--- config.mk ---
export PLATFORM = sky130hd
export DESIGN_NAME = pipe_ctrl
export DESIGN_NICKNAME = d
export VERILOG_FILES = /design/src/rtl/pipe_ctrl.sv
export SDC_FILE = /design/constraint.sdc
export NUM_CORES = 1
export LEC_CHECK = 0
export ABC_AREA = 1
export BUFFER_PORTS_ARGS = -buffer_cell sky130_fd_sc_hd__buf_2
export CAP_MARGIN = 20
export CORE_UTILIZATION = 45
export CTS_CLUSTER_DIAMETER = 200
export CTS_CLUSTER_SIZE = 10
export DETAILED_ROUTE_END_ITERATION = 10
export HOLD_SLACK_MARGIN = 0.08
export PLACE_DENSITY_LB_ADDON = 0.1
export SETUP_SLACK_MARGIN = 0.02
export SYNTH_ARGS = -nofsm -noshare
export SYNTH_HDL_FRONTEND = slang
export SYNTH_SLANG_ARGS = --single-unit
--- constraint.sdc ---
create_clock -name cpu_clk -period 2.1 [get_ports cpu_clk]
set_clock_uncertainty 0.1 [all_clocks]
set_input_delay 0.105 -clock cpu_clk [delete_from_list [all_inputs] [get_ports cpu_clk]]
set_output_delay 0.105 -clock cpu_clk [all_outputs]
set_load 0.05 [all_outputs]
--- src/rtl/pipe_ctrl.sv ---
// Pipeline hazard/stall controller: memory-wait FSM with timeout, load-use interlock, redirect flush.
// Optional stall-cycle counter port stall_cnt exists only when PIPE_CTRL_PERF_CNT_EN is defined.
module pipe_ctrl #(
    parameter int unsigned TIMEOUT = 255
) (
    input  logic       cpu_clk,
    input  logic       cpu_rst,
    input  logic [4:0] id_rR1,
    input  logic [4:0] id_rR2,
    input  logic       id_re1,
    input  logic       id_re2,
    input  logic       ex_valid,
    input  logic       ex_is_load,
    input  logic       ex_rf_we,
    input  logic [4:0] ex_wR,
    input  logic       ex_br_taken,
    input  logic       mem_valid,
    input  logic       mem_req,
    input  logic       mem_ack,
    output logic       suspend_pc,
    output logic       suspend_if_id,
    output logic       suspend_id_ex,
    output logic       suspend_ex_mem,
    output logic       suspend_mem_wb,
    output logic       flush_if_id,
    output logic       flush_id_ex,
    output logic       mem_err
`ifdef PIPE_CTRL_PERF_CNT_EN
    ,
    output logic [31:0] stall_cnt
`endif
);

    typedef enum logic [1:0] {S_IDLE, S_WAIT, S_ERR} state_t;

    localparam logic [7:0] TIMEOUT_C = 8'(TIMEOUT);

    state_t     state_q, state_d;
    logic [7:0] wait_cnt_q, wait_cnt_d;
    logic       mem_new_stall, mem_stall, redirect, load_use;

    assign mem_new_stall = mem_valid & mem_req & ~mem_ack;
    assign mem_stall     = mem_new_stall
                         | ((state_q == S_WAIT) & ~mem_ack)
                         | (state_q == S_ERR);
    assign redirect      = ex_valid & ex_br_taken;
    assign load_use      = ex_valid & ex_is_load & ex_rf_we & (ex_wR != 5'd0)
                         & ((id_re1 & (id_rR1 == ex_wR)) | (id_re2 & (id_rR2 == ex_wR)));

    always_comb begin
        state_d    = state_q;
        wait_cnt_d = wait_cnt_q;
        case (state_q)
            S_IDLE: begin
                wait_cnt_d = 8'd0;
                if (mem_new_stall) state_d = S_WAIT;
            end
            S_WAIT: begin
                if (mem_ack) begin
                    state_d    = S_IDLE;
                    wait_cnt_d = 8'd0;
                end else begin
                    // Saturating count; timeout fires on the cycle the count reaches TIMEOUT.
                    if (wait_cnt_q != 8'hFF) wait_cnt_d = wait_cnt_q + 8'd1;
                    if (wait_cnt_d >= TIMEOUT_C) state_d = S_ERR;
                end
            end
            S_ERR:   state_d = S_ERR;
            default: state_d = S_IDLE;
        endcase
    end

    always_ff @(posedge cpu_clk) begin
        if (cpu_rst) begin
            state_q    <= S_IDLE;
            wait_cnt_q <= 8'd0;
        end else begin
            state_q    <= state_d;
            wait_cnt_q <= wait_cnt_d;
        end
    end

    // A redirect held in EX during a memory stall naturally re-presents itself once the stall drops.
    always_comb begin
        suspend_pc     = 1'b0;
        suspend_if_id  = 1'b0;
        suspend_id_ex  = 1'b0;
        suspend_ex_mem = 1'b0;
        suspend_mem_wb = 1'b0;
        flush_if_id    = 1'b0;
        flush_id_ex    = 1'b0;
        if (mem_stall) begin
            suspend_pc     = 1'b1;
            suspend_if_id  = 1'b1;
            suspend_id_ex  = 1'b1;
            suspend_ex_mem = 1'b1;
            suspend_mem_wb = 1'b1;
        end else if (redirect) begin
            flush_if_id = 1'b1;
            flush_id_ex = 1'b1;
        end else if (load_use) begin
            suspend_pc    = 1'b1;
            suspend_if_id = 1'b1;
            flush_id_ex   = 1'b1;
        end
    end

    assign mem_err = (state_q == S_ERR);

`ifdef PIPE_CTRL_PERF_CNT_EN
    logic [31:0] stall_cnt_q, stall_cnt_d;
    logic        any_suspend;

    assign any_suspend = suspend_pc | suspend_if_id | suspend_id_ex | suspend_ex_mem | suspend_mem_wb;

    always_comb begin
        stall_cnt_d = stall_cnt_q;
        if (any_suspend && (stall_cnt_q != 32'hFFFF_FFFF)) stall_cnt_d = stall_cnt_q + 32'd1;
    end

    always_ff @(posedge cpu_clk) begin
        if (cpu_rst) stall_cnt_q <= 32'd0;
        else         stall_cnt_q <= stall_cnt_d;
    end

    assign stall_cnt = stall_cnt_q;
`endif

endmodule

==> qor.yml <==
clk_latency_ns: 0.26
overflow: 0
cts.path.max_buffers: 2
min_from: "mem_valid"
yosys.area.top_type_share: 0.236
timing.fmax_mhz: 531
vias_per_cell: 4.77
synthCells: 151
die_h_um: 45.5
drive_above_1_share: 0.231
setup_slack_ns: 0.217
wl_um: 1740
cap_violations: 0
num_rows: 15
drc: 0
yosysSeqAreaShare: 0.236
ir_drop_v: 0.000228
start_util: 0.487
slew_headroom: 0.772
nNetsFinal: 211
tightest_slew_ns: 0.341
synth_common_cells: "nand2_1, nand3_1, inv_1"
min_period_ns: 1.88
min_path_type: "input pin to flip-flop"
antenna_found_initial: 0
cts_tree: "done"
synth_area_per_cell_um2: 5.63
path_class: "flip-flop to primary output"
worstSetupEndpointType: "primary output"
dp_slack_ns: 0.466
fp.coreArea_um2: 1750
ys.flop_type: "dfxtp_1"
fin_tns_setup_ns: 0
final-seq-area_um2: 200
clkPwrFrac: 0.295
rsz0062_at_grt: "no"
setup_viol: 0
cts_root_buf: "clkbuf_4"
grt_pass1_wl_um: 2970
p_seq_frac: 0.456
p_int_w: 0.000295
dieArea_um2: 2070
grt_max_degree: 11
vias: 988
async_flop_share: 0
arrival_ns: 1.68
drv_slew: 0
cp-start-kind: "flip-flop"
fillers: 185
netlist_area_um2: 850
comb_power_share: 0.249
p_sw_frac: 0.298
track_usage: 0.192
finalHoldViolations: 0
worstRegToRegCells: 11
finalCritPeriodShare: 0.896
syn_nets: 178
die_x_um: 45.5
path_max_fanout: 10
drtAntennaViolNets: 0
holdPathEnd: "state_q[1]"
cts_made_buffers: 3
leakagePower_nw: 0.535
whs_path_depth: 5
multi_input_area_um2: 542
clkTransAtPathRegs_ns: 0.06
dp_hpwl_um: 1480
status: "complete, no violations"
cts_sinks: 10
switchingPower_w: 0.000125
netlist-cell-type-count: 22
reg2reg_from: "wait_cnt_q[0]"
grt_pass1_vias: 751
synth-edff-count: 0
gp_congestion: 0.878
place.port_buffers: 33
synthTopCellsByArea: "dfxtp_1, nand2_1, nand3_1"
io_pins: 34
synth_warnings: 0
dr.pass1.iters: 4
critPathRequiredTime_ns: 1.89
yosysMostFrequentCell: "nand2_1"
synth_seq_cells: 10
regToRegEndpoint: "state_q[1]"
drtIter0Drc: 12
syn_to_final_growth_pct: 22.7
yosysTopAreaCell: "dfxtp_1"
n_antenna_cell: 0
p_per_area_nw_per_um2: 404
wire_per_inst_um: 8.41
reg2reg_slack_ns: 0.45
cts_max_level: 1
-- layout make-up --
class                      instances  area share
timing repair buffer              34       0.168
clock buffer                       3      0.0216
inverter                          19      0.0684
tap                               25      0.0300
sequential                        10       0.192
multi-input combinational        116       0.520
-- worst max-delay path by stage --
stage               depth (start not counted)     endpoint          start
floorplan                                   7  flush_id_ex     state_q[1]
global placement                           11   state_q[1]  wait_cnt_q[0]
detailed placement                         11   state_q[1]  wait_cnt_q[0]
CTS                                         7  flush_id_ex     state_q[1]
global route                                7  flush_id_ex     state_q[1]
finish                                      7  flush_id_ex     state_q[1]
-- state kept, by name, summed over array words and instances, names as in the netlist --
name and cells:
wait_cnt_q 8, state_q 2
-- worst max-delay path, stage by stage, from the launching register on --
cell and delay, ns:
dfxtp_1 0.52, nor2_1 0.09, nand2_1 0.10, o21ai_1 0.09, nor2_1 0.12, inv_1 0.09
a21oi_1 0.13, buf_2 0.28
-- stage by stage --
| step | total power (W) | utilization | std cells | hold WS (ns) | cell area (µm²) |
|---|---|---|---|---|---|
| after floorplan | 0.000266 | - | 151 | 0.287 | 850 |
| after global placement | 0.000298 | 0.578 | 203 | 0.299 | 1010 |
| after detailed placement | 0.000300 | 0.578 | 203 | 0.306 | 1010 |
| after CTS | 0.000426 | 0.597 | 207 | 0.155 | 1040 |
| after global routing | 0.000445 | 0.597 | 207 | 0.204 | 1040 |
| final | 0.000421 | 0.597 | 207 | 0.154 | 1040 |
-- cell usage in the layout, fill, tap and decap left out, types with 2 or more instances in the layout --
cell type  netlist  final
a21oi_1         11     11
buf_2            2     33
clkbuf_4         0      3
dfxtp_1         10     10
inv_1           16     16
inv_2            3      3
nand2_1         53     53
nand3_1         17     17
nand4_1          2      2
nor2_1          15     15
o21ai_1          4      4
o22ai_1          2      2
xnor2_1          3      3
xor2_1           2      2
-- routing by layer --
layer / global-route usage / vias to the layer above / part of all wire
li1: - / 536 / -
met1: 0.260 / 414 / 0.49
met2: 0.297 / 33 / 0.44
met3: 0.0278 / 5 / 0.051
met4: 0.0909 / 0 / 0.020
met5: 0 / - / 0
-- logic make-up after synthesis --
logic type | Yosys count | share of synthesized area
adder cells (fa/ha/maj) | 1 | 0.0147
XOR/XNOR | 5 | 0.0516
AND/OR/NAND/NOR | 92 | 0.462
AO/OA/AOI/OAI | 18 | 0.109
buffers and inverters | 25 | 0.127
flip-flops | 10 | 0.236
-- timing repair --
item,in CTS,in global routing
gates resized for setup,0,0
buffers inserted,0,0
hold buffers,1,0
hold endpoints to repair,10,0
-- power groups by stage --
stage	clock [W]	sequential [W]	combinational, W
global route	0.000137	0.000192	0.000116
CTS	0.000128	0.000192	0.000106
finish	0.000124	0.000192	0.000105
floorplan	0	0.000196	0.0000705
global placement	0	0.000196	0.000102
detailed placement	0	0.000196	0.000104
No activity file was read; power rests on OpenSTA's default activity.
